==> config.mk <==
export PLATFORM = sky130hd
export DESIGN_NAME = serin_sequencer_flat
export DESIGN_NICKNAME = d
export VERILOG_FILES = /design/src/rtl/serin_pkg.sv /design/src/rtl/serin_sequencer_if.sv /design/src/rtl/serin_sync.sv /design/src/rtl/serin_sequencer.sv /design/src/flat_wrapper.sv
export SDC_FILE = /design/constraint.sdc
export NUM_CORES = 1
export LEC_CHECK = 0
export BUFFER_PORTS_ARGS = -buffer_cell sky130_fd_sc_hd__buf_4
export CORE_MARGIN = 2
export CORE_UTILIZATION = 45
export CTS_BUF_LIST = sky130_fd_sc_hd__clkbuf_8
export DETAILED_ROUTE_END_ITERATION = 12
export PLACE_DENSITY = 0.7
export SLEW_MARGIN = 0
export SYNTH_ARGS = -nofsm -noshare
export SYNTH_HDL_FRONTEND = slang
export SYNTH_SLANG_ARGS = --single-unit
export TNS_END_PERCENT = 1
==> constraint.sdc <==
create_clock -name i_clk -period 3 [get_ports i_clk]
set_clock_uncertainty 0.1 [all_clocks]
set_input_delay 0.6 -clock i_clk [delete_from_list [all_inputs] [get_ports i_clk]]
set_output_delay 0.6 -clock i_clk [all_outputs]
set_load 0.1 [all_outputs]
==> src/rtl/serin_pkg.sv <==
// ---------------------------------------------------------------------------
// serin_pkg
// Shared definitions for the POKEY serial-input receiver.
//   - state_t        : receiver FSM state encoding
//   - *_DEF          : default frame geometry (data bits, oversample ratio)
//   - phase_width()  : counter width for a given oversample ratio
//   - cnt_width()    : bit-counter width able to hold 0..data_bits
//   - PHASE_W, MID_PHASE, LAST_PHASE, CNT_W : derived constants for defaults
// ---------------------------------------------------------------------------
package serin_pkg;

  localparam int DATA_BITS_DEF  = 8;
  localparam int OVERSAMPLE_DEF = 16;

  typedef enum logic [1:0] {
    ST_IDLE  = 2'd0,
    ST_START = 2'd1,
    ST_DATA  = 2'd2,
    ST_STOP  = 2'd3
  } state_t;

  function automatic int phase_width(input int oversample);
    return $clog2(oversample);
  endfunction

  // The bit counter must be able to reach data_bits itself (it increments on
  // the last data sample before the FSM moves to STOP).
  function automatic int cnt_width(input int data_bits);
    return $clog2(data_bits + 1);
  endfunction

  localparam int PHASE_W    = phase_width(OVERSAMPLE_DEF);
  localparam int MID_PHASE  = OVERSAMPLE_DEF / 2 - 1;
  localparam int LAST_PHASE = OVERSAMPLE_DEF - 1;
  localparam int CNT_W      = cnt_width(DATA_BITS_DEF);

endpackage

==> src/rtl/serin_sequencer_if.sv <==
// ---------------------------------------------------------------------------
// serin_sequencer_if
// Bundles the receiver's data/handshake signals.
//   sid          : raw serial line (idle/mark = 1)
//   sample_tick  : one-cycle strobe at OVERSAMPLE x bit rate
//   ser_en       : receiver enable (0 aborts and holds IDLE)
//   irq_ack      : one-cycle pulse clearing irq_flag
//   err_clr      : one-cycle pulse clearing frame_err / overrun_err
//   serin_data   : last completed byte
//   irq_flag     : byte ready and not yet acknowledged
//   frame_err    : sticky, stop bit sampled as 0
//   overrun_err  : sticky, byte completed while irq_flag pending
//   busy         : receiver not in IDLE
// master = the side driving the line/controls, slave = the receiver.
// ---------------------------------------------------------------------------
interface serin_sequencer_if
  import serin_pkg::*;
#(
  parameter int DATA_BITS = DATA_BITS_DEF
);
  logic                 sid;
  logic                 sample_tick;
  logic                 ser_en;
  logic                 irq_ack;
  logic                 err_clr;
  logic [DATA_BITS-1:0] serin_data;
  logic                 irq_flag;
  logic                 frame_err;
  logic                 overrun_err;
  logic                 busy;

  modport master (
    output sid, sample_tick, ser_en, irq_ack, err_clr,
    input  serin_data, irq_flag, frame_err, overrun_err, busy
  );

  modport slave (
    input  sid, sample_tick, ser_en, irq_ack, err_clr,
    output serin_data, irq_flag, frame_err, overrun_err, busy
  );
endinterface

==> src/rtl/serin_sync.sv <==
// ---------------------------------------------------------------------------
// serin_sync
// Two-flop synchroniser for the serial data pad. Both flops reset to 1 so the
// line reads as idle/mark while in reset and no false start bit is seen on
// release. Also usable for the SKSTAT direct-sid status bit.
//   i_clk : system clock
//   i_rst : asynchronous active-high reset
//   i_d   : asynchronous input
//   o_q   : synchronised output (2 clk latency)
// ---------------------------------------------------------------------------
module serin_sync (
  input  logic i_clk,
  input  logic i_rst,
  input  logic i_d,
  output logic o_q
);
  logic [1:0] r_chain;

  always_ff @(posedge i_clk or posedge i_rst) begin
    if (i_rst) begin
      r_chain <= 2'b11;
    end else begin
      r_chain <= {r_chain[0], i_d};
    end
  end

  assign o_q = r_chain[1];
endmodule

==> src/rtl/serin_sequencer.sv <==
// ---------------------------------------------------------------------------
// serin_sequencer
// Receive-side controller for the POKEY serial input. Oversamples sid, finds
// the start bit, validates it at mid-bit, shifts DATA_BITS bits LSB-first,
// samples the stop bit, then loads serin_data and updates irq/error status.
//   i_clk : system clock
//   i_rst : asynchronous active-high reset, clears all state
//   s_if  : serin_sequencer_if.slave (line, tick, enable, acks, status out)
// ---------------------------------------------------------------------------
module serin_sequencer
  import serin_pkg::*;
#(
  parameter int DATA_BITS  = DATA_BITS_DEF,
  parameter int OVERSAMPLE = OVERSAMPLE_DEF
) (
  input  logic             i_clk,
  input  logic             i_rst,
  serin_sequencer_if.slave s_if
);
  localparam int PW = phase_width(OVERSAMPLE);
  localparam int CW = cnt_width(DATA_BITS);

  localparam logic [PW-1:0] PH_MID  = PW'(OVERSAMPLE / 2 - 1);
  localparam logic [PW-1:0] PH_LAST = PW'(OVERSAMPLE - 1);
  localparam logic [CW-1:0] BIT_LAST = CW'(DATA_BITS - 1);

  logic w_sid_s;

  serin_sync u_sync (
    .i_clk (i_clk),
    .i_rst (i_rst),
    .i_d   (s_if.sid),
    .o_q   (w_sid_s)
  );

  state_t               r_state, w_state_next;
  logic [PW-1:0]        r_phase, w_phase_next;
  logic [CW-1:0]        r_bit_cnt, w_bit_cnt_next;
  logic [DATA_BITS-1:0] r_shift, w_shift_next;
  logic [DATA_BITS-1:0] r_data, w_data_next;
  logic                 r_irq, w_irq_next;
  logic                 r_ferr, w_ferr_next;
  logic                 r_oerr, w_oerr_next;
  logic                 r_busy;
  logic                 w_done;

  // Next-state, counters and shift register.
  always_comb begin
    w_state_next   = r_state;
    w_phase_next   = r_phase;
    w_bit_cnt_next = r_bit_cnt;
    w_shift_next   = r_shift;
    w_done         = 1'b0;

    if (!s_if.ser_en) begin
      w_state_next   = ST_IDLE;
      w_phase_next   = '0;
      w_bit_cnt_next = '0;
    end else if (s_if.sample_tick) begin
      unique case (r_state)
        ST_IDLE: begin
          if (!w_sid_s) begin
            w_state_next = ST_START;
            w_phase_next = '0;
          end
        end
        ST_START: begin
          if (r_phase == PH_MID) begin
            w_phase_next = '0;
            if (w_sid_s) begin
              // Line went back high before mid start bit: a glitch.
              w_state_next = ST_IDLE;
            end else begin
              w_bit_cnt_next = '0;
              w_state_next   = ST_DATA;
            end
          end else begin
            w_phase_next = r_phase + PW'(1);
          end
        end
        ST_DATA: begin
          if (r_phase == PH_LAST) begin
            w_phase_next   = '0;
            w_shift_next   = {w_sid_s, r_shift[DATA_BITS-1:1]};
            w_bit_cnt_next = r_bit_cnt + CW'(1);
            if (r_bit_cnt == BIT_LAST) begin
              w_state_next = ST_STOP;
            end
          end else begin
            w_phase_next = r_phase + PW'(1);
          end
        end
        ST_STOP: begin
          if (r_phase == PH_LAST) begin
            w_phase_next = '0;
            w_done       = 1'b1;
            w_state_next = ST_IDLE;
          end else begin
            w_phase_next = r_phase + PW'(1);
          end
        end
        default: w_state_next = ST_IDLE;
      endcase
    end
  end

  // Status flags: clears are applied first so a coincident set wins.
  always_comb begin
    w_data_next = r_data;
    w_irq_next  = r_irq;
    w_ferr_next = r_ferr;
    w_oerr_next = r_oerr;

    if (s_if.irq_ack) begin
      w_irq_next = 1'b0;
    end
    if (s_if.err_clr) begin
      w_ferr_next = 1'b0;
      w_oerr_next = 1'b0;
    end

    if (w_done) begin
      w_data_next = r_shift;      // loaded even on a bad stop bit
      w_irq_next  = 1'b1;
      if (!w_sid_s) begin
        w_ferr_next = 1'b1;
      end
      // An ack landing in the completion cycle means the old byte was taken.
      if (r_irq && !s_if.irq_ack) begin
        w_oerr_next = 1'b1;
      end
    end
  end

  always_ff @(posedge i_clk or posedge i_rst) begin
    if (i_rst) begin
      r_state   <= ST_IDLE;
      r_phase   <= '0;
      r_bit_cnt <= '0;
      r_shift   <= '0;
      r_data    <= '0;
      r_irq     <= 1'b0;
      r_ferr    <= 1'b0;
      r_oerr    <= 1'b0;
      r_busy    <= 1'b0;
    end else begin
      r_state   <= w_state_next;
      r_phase   <= w_phase_next;
      r_bit_cnt <= w_bit_cnt_next;
      r_shift   <= w_shift_next;
      r_data    <= w_data_next;
      r_irq     <= w_irq_next;
      r_ferr    <= w_ferr_next;
      r_oerr    <= w_oerr_next;
      r_busy    <= (w_state_next != ST_IDLE);
    end
  end

  assign s_if.serin_data  = r_data;
  assign s_if.irq_flag    = r_irq;
  assign s_if.frame_err   = r_ferr;
  assign s_if.overrun_err = r_oerr;
  assign s_if.busy        = r_busy;
endmodule

==> src/flat_wrapper.sv <==
// flat-port wrapper written by rule: the top's interface ports become plain ports
module serin_sequencer_flat import serin_pkg::*;
#(
  parameter int DATA_BITS  = DATA_BITS_DEF,
  parameter int OVERSAMPLE = OVERSAMPLE_DEF
)
  (i_clk, i_rst, s_if_sid, s_if_sample_tick, s_if_ser_en, s_if_irq_ack, s_if_err_clr, s_if_serin_data, s_if_irq_flag, s_if_frame_err, s_if_overrun_err, s_if_busy);
  serin_sequencer_if #(.DATA_BITS(DATA_BITS)) s_if_i ();
  input  logic i_clk;
  input  logic i_rst;
  input wire logic [$bits(s_if_i.sid)-1:0] s_if_sid;
  input wire logic [$bits(s_if_i.sample_tick)-1:0] s_if_sample_tick;
  input wire logic [$bits(s_if_i.ser_en)-1:0] s_if_ser_en;
  input wire logic [$bits(s_if_i.irq_ack)-1:0] s_if_irq_ack;
  input wire logic [$bits(s_if_i.err_clr)-1:0] s_if_err_clr;
  output wire logic [$bits(s_if_i.serin_data)-1:0] s_if_serin_data;
  output wire logic [$bits(s_if_i.irq_flag)-1:0] s_if_irq_flag;
  output wire logic [$bits(s_if_i.frame_err)-1:0] s_if_frame_err;
  output wire logic [$bits(s_if_i.overrun_err)-1:0] s_if_overrun_err;
  output wire logic [$bits(s_if_i.busy)-1:0] s_if_busy;
  assign s_if_i.sid = s_if_sid;
  assign s_if_i.sample_tick = s_if_sample_tick;
  assign s_if_i.ser_en = s_if_ser_en;
  assign s_if_i.irq_ack = s_if_irq_ack;
  assign s_if_i.err_clr = s_if_err_clr;
  assign s_if_serin_data = s_if_i.serin_data;
  assign s_if_irq_flag = s_if_i.irq_flag;
  assign s_if_frame_err = s_if_i.frame_err;
  assign s_if_overrun_err = s_if_i.overrun_err;
  assign s_if_busy = s_if_i.busy;
  serin_sequencer #(.DATA_BITS(DATA_BITS), .OVERSAMPLE(OVERSAMPLE)) u_core (.i_clk(i_clk), .i_rst(i_rst), .s_if(s_if_i));
endmodule
Yosys cells after proc, flatten, opt, wreduce, memory -nomap -nowiden

Index checks and enable logic that the tools add are counted.

Bits in registers: 32
Bits of input ports: 7

Reduce and logical (&&, ||, !) cells: 9
Mux-type cells: 32
$add $sub $neg: 2
Equal/unequal tests: 12

Operators with widths:

| operator            | count |
|---|---|
| $mux 4              | 9 |
| $mux 2              | 8 |
| $mux 1              | 12 |
| $pmux 4 s3          | 1 |
| $add 4x1->4 const B | 2 |
| $eq 4x3->1 const B  | 2 |
| $pmux 2 s4          | 1 |
| $pmux 4 s2          | 1 |
| $ne 3x2->1 const B  | 2 |
| $ne 3x3->1 const B  | 2 |
| $reduce_and 5->1    | 1 |
| $eq 2x2->1 const B  | 2 |
| $eq 4x4->1 const B  | 1 |
| $reduce_and 4->1    | 1 |
| $reduce_bool 2->1   | 2 |
| $ne 3x1->1 const B  | 1 |
| $eq 2x1->1 const B  | 1 |
| $logic_not 2->1     | 1 |
| $ne 2x2->1 const B  | 1 |
| $reduce_and 2->1    | 1 |
| $reduce_or 2->1     | 1 |
| $logic_and 1x1->1   | 1 |
| $logic_not 1->1     | 1 |

Logic depth before layout (Yosys ltp)

Depth after elaboration: 7
Mapped depth: 6
Mapped depth without buffers: 5

Modules after synthesis

Synthesis repeated with hierarchy kept, for this count alone.

Cells, all modules: 126
Area, all modules: 1557.7 um2

Modules (own cells, without submodules):

| module          | area an instance (um2) | times used | sequential area each (um2) | cells an instance |
|---|---|---|---|---|
| serin_sequencer | 1501.4                 | 1          | 750.7                      | 123 |
| serin_sync      | 56.3                   | 1          | 52.6                       | 3 |

Worst setup path after synthesis

OpenSTA, ideal clock, no wires.

Path kind: register to register
Start point: register u_core.r_phase[0]
End point: register u_core.r_shift[0]
Required time: 2775 ps
Data arrival time: 1454 ps
Clock period less this slack: 1679 ps
Buffers on the path: 1
Slack: 1321 ps
Stages on the path, launching flop included: 6
Cell sequence: dfrtp_1 > ha_1 > nand4_2 > nor3_2 > buf_6 > mux2_2

Longest elaborated chain between the ends: 2

RTL lines:

| element                           | RTL line               | RTL |
|---|---|---|
| start, declared                   | serin_sequencer.sv:37  | `logic [PW-1:0] r_phase, w_phase_next;` |
| start signal, assigned            | serin_sequencer.sv:148 | `r_phase <= w_phase_next;` |
| $eq 4x4->1                        | serin_sequencer.sv:82  | `if (r_phase == PH_LAST) begin` |
| $reduce_and 4->1 (no source line) | -                      |  |
| end signal, assigned              | serin_sequencer.sv:150 | `r_shift <= w_shift_next;` |
| end, declared                     | serin_sequencer.sv:39  | `logic [DATA_BITS-1:0] r_shift, w_shift_next;` |

No other way between the ends.
A chain may end at the register's enable or synchronous reset.

Worst setup path after layout

Start point: register u_core.r_phase[0]
End point: register u_core.r_shift[6]

The elaborated chain is that of the path after synthesis.

==> results.json <==
{
  "path_cells": "ha_1 > nand4_2 > nor3_2 > mux2_2",
  "port_buffers": 18,
  "start_util_pct": 46.97,
  "grt_max_degree": 33,
  "slowest_delay_ps": 630,
  "critPathKind": "register to register",
  "num_vias": 1034,
  "clk_pin_slew_ps": 60,
  "synth_top_area_share_pct": 52.36,
  "die_y_um": 60.45,
  "dp_hpwl_um": 1845,
  "top_layer": "met4",
  "placed_cell_area_mm2": 0.001585,
  "cp-end-kind": "register",
  "ys_top_cells_by_count": "dfrtp_1 (30), nand2_1 (27), mux2_2 (7)",
  "layout-drive-gt1-share_pct": 25.83,
  "ys.flop_type": "dfrtp_1",
  "place_inst": 187,
  "swShare_pct": 22.50,
  "clockRootBuffer": "clkbuf_8",
  "die_area_mm2": 0.003654,
  "cts_buffers": 5,
  "cp.arrival_ps": 2170,
  "overflow": 0,
  "netlist_area_mm2": 0.001434,
  "hold_ws_ps": 255.2,
  "drt-vias-per-instance": 5.303,
  "finalSetupTns_ps": 0,
  "clock_sinks": 32,
  "fin_util_pct": 54.88,
  "cp_slowest_cell": "nor3_2",
  "drv_cap": 0,
  "yosysTopAreaCell": "dfrtp_1",
  "setup_viol": 0,
  "p_seq_share_pct": 54.4,
  "relSlewSlack_pct": 51.19,
  "fin_nets": 159,
  "drt-met1-wl_um": 1155,
  "finalWirelength_um": 2670,
  "insertion_delay_ps": 290,
  "hold_path_class": "register to register",
  "worst_slew_pin_slew_ps": 728.1,
  "syn-instance-count": 129,
  "synth_cell_types": 41,
  "ctsResizeCount": 0,
  "htreeDepth": 2,
  "antenna_found_initial": 0,
  "initialDrtViolationCount": 54,
  "syn-num-nets": 138,
  "fin_area_mm2": 0.001675,
  "synthTopCellsByArea": "dfrtp_1 (52%), nand2_1 (7.1%), mux2_2 (5.5%), dfstp_2 (3.7%), buf_6 (2.4%)",
  "p_per_area_mw_per_mm2": 484.8,
  "die_x_um": 60.45,
  "core_area_mm2": 0.003053,
  "syn_area_per_cell_um2": 11.12,
  "drc": 0,
  "startpoint_type": "register",
  "p_int_uw": 629.5,
  "antennaDiodeCount": 0,
  "drt_pass1_iterations": 4,
  "post_cts_buffers": 0,
  "max_freq_mhz": 476.6,
  "final_antenna_net_count": 0,
  "gp_congestion": 0.7561,
  "status": "completed",
  "p_leak_nw": 0.8613,
  "p_comb_share_pct": 4.7,
  "track_usage_pct": 18.07,
  "area_growth_pct": 16.84,
  "rsz0062_at_grt": "no",
  "synth_warnings": 0,
  "grt_pass1_wl_um": 4733,
  "wl_met3_um": 127,
  "drv_slew": 0,
  "worstPathRequired_ps": 3070,
  "post-route-period-util_pct": 69.94,
  "hold_buffers": 0,
  "rows": 20,
  "io_pins": 19,
  "p_total_uw": 812.2,
  "pre_cts_slack_ps": 874.8,
  "synth_edf_count": 0,
  "clkPwrFrac_pct": 40.9,
  "yosysMostFrequentCell": "dfrtp_1",
  "num-fill-cells": 289,
  "async_reset_ff_share_pct": 100.0,
  "met2_length_um": 1330,
  "ir_drop_uv": 323.7,
  "yosysSeqAreaShare_pct": 56.02,
  "final_cell_count_no_fill": 195,
  "hold_violations": 0,
  "p_sw_uw": 182.7,
  "grt_pass1_vias": 1061,
  "clock_path_buffers": 2,
  "ys_ff_latch": 32,
  "wire_per_inst_um": 13.69,
  "post-route-min-period_ps": 2098,
  "cts_tree": "yes",
  "critical_path.max_fanout": 11,
  "layout_setup_ws_ps": 901.8
}
[cell type report]
type	count	area (µm²)	share of cell area, %
clock inverter	2	7.507	0.4481
multi-input combinational	87	565.5	33.76
tap	44	55.05	3.286
inverter	5	18.77	1.120
clock buffer	6	82.58	4.929
sequential	32	803.3	47.95
timing repair buffer	19	142.6	8.514
[kinds of logic after synthesis]
logic type	after synthesis	synth area share, %
AND/OR/NAND/NOR	53	18.85
flip-flops	32	56.02
AO/OA/AOI/OAI	21	10.47
buffers and inverters	10	4.537
multiplexers	10	7.766
adder cells (fa/ha/maj)	2	1.745
XOR/XNOR	1	0.6109
[power groups by stage]
stage / registers (mW) / clock network [mW] / logic, mW
floorplan: 0.453 / 0 / 0.0199
global placement: 0.449 / 0 / 0.0376
detailed placement: 0.449 / 0 / 0.0392
CTS: 0.442 / 0.343 / 0.0393
global route: 0.442 / 0.354 / 0.0427
finish: 0.442 / 0.332 / 0.0381
[layer usage]
layer  track usage [%]  up-vias
met2             29.04       23
met3             6.397        6
met1             21.94      513
met4             8.385        0
li1                  -      492
met5                 0        -
[placed cells by master (no fill, tap or decap), drive strengths merged, types with 3 or more instances in the layout]
master	count
nand2	27
dfrtp	30
mux2	9
buf	19
nand4	3
o211ai	3
nor2	6
nand2b	3
a21oi	3
inv	7
clkbuf	6
o21ai	5
[sequential cells by signal (all words and copies together), names as in the netlist]
register                 count
u_core.s_if.overrun_err      1
u_core.s_if.frame_err        1
u_core.r_state               2
u_core.s_if.irq_flag         1
u_core.u_sync.r_chain        2
u_core.r_bit_cnt             4
u_core.r_shift               8
u_core.s_if.busy             1
u_core.r_phase               4
u_core.s_if.serin_data       8
[worst paths after layout]
check,from,endpoint,slack (ps),depth (start not counted)
hold / removal,u_core.u_sync.r_chain[0]$_DFF_PP1_,u_core.u_sync.r_chain[1]$_DFF_PP1_,260,0
setup reg to reg,u_core.r_phase[0]$_DFFE_PP0P_,u_core.r_shift[6]$_DFFE_PP0P_,900,4
hold reg to reg,u_core.u_sync.r_chain[0]$_DFF_PP1_,u_core.u_sync.r_chain[1]$_DFF_PP1_,260,0
min in group asynchronous,i_rst,u_core.s_if.frame_err$_DFF_PP0_,290,3
max in group asynchronous,i_rst,u_core.u_sync.r_chain[1]$_DFF_PP1_,2180,3
setup / recovery,u_core.r_phase[0]$_DFFE_PP0P_,u_core.r_shift[6]$_DFFE_PP0P_,900,4
[critical path: cells and delay by family (launching register included)]
family	cells	cell delay, ps
flops	1	370
mux	1	410
fa+ha+maj	1	300
simple gates	2	800
(Power assumes the default switching activity.)
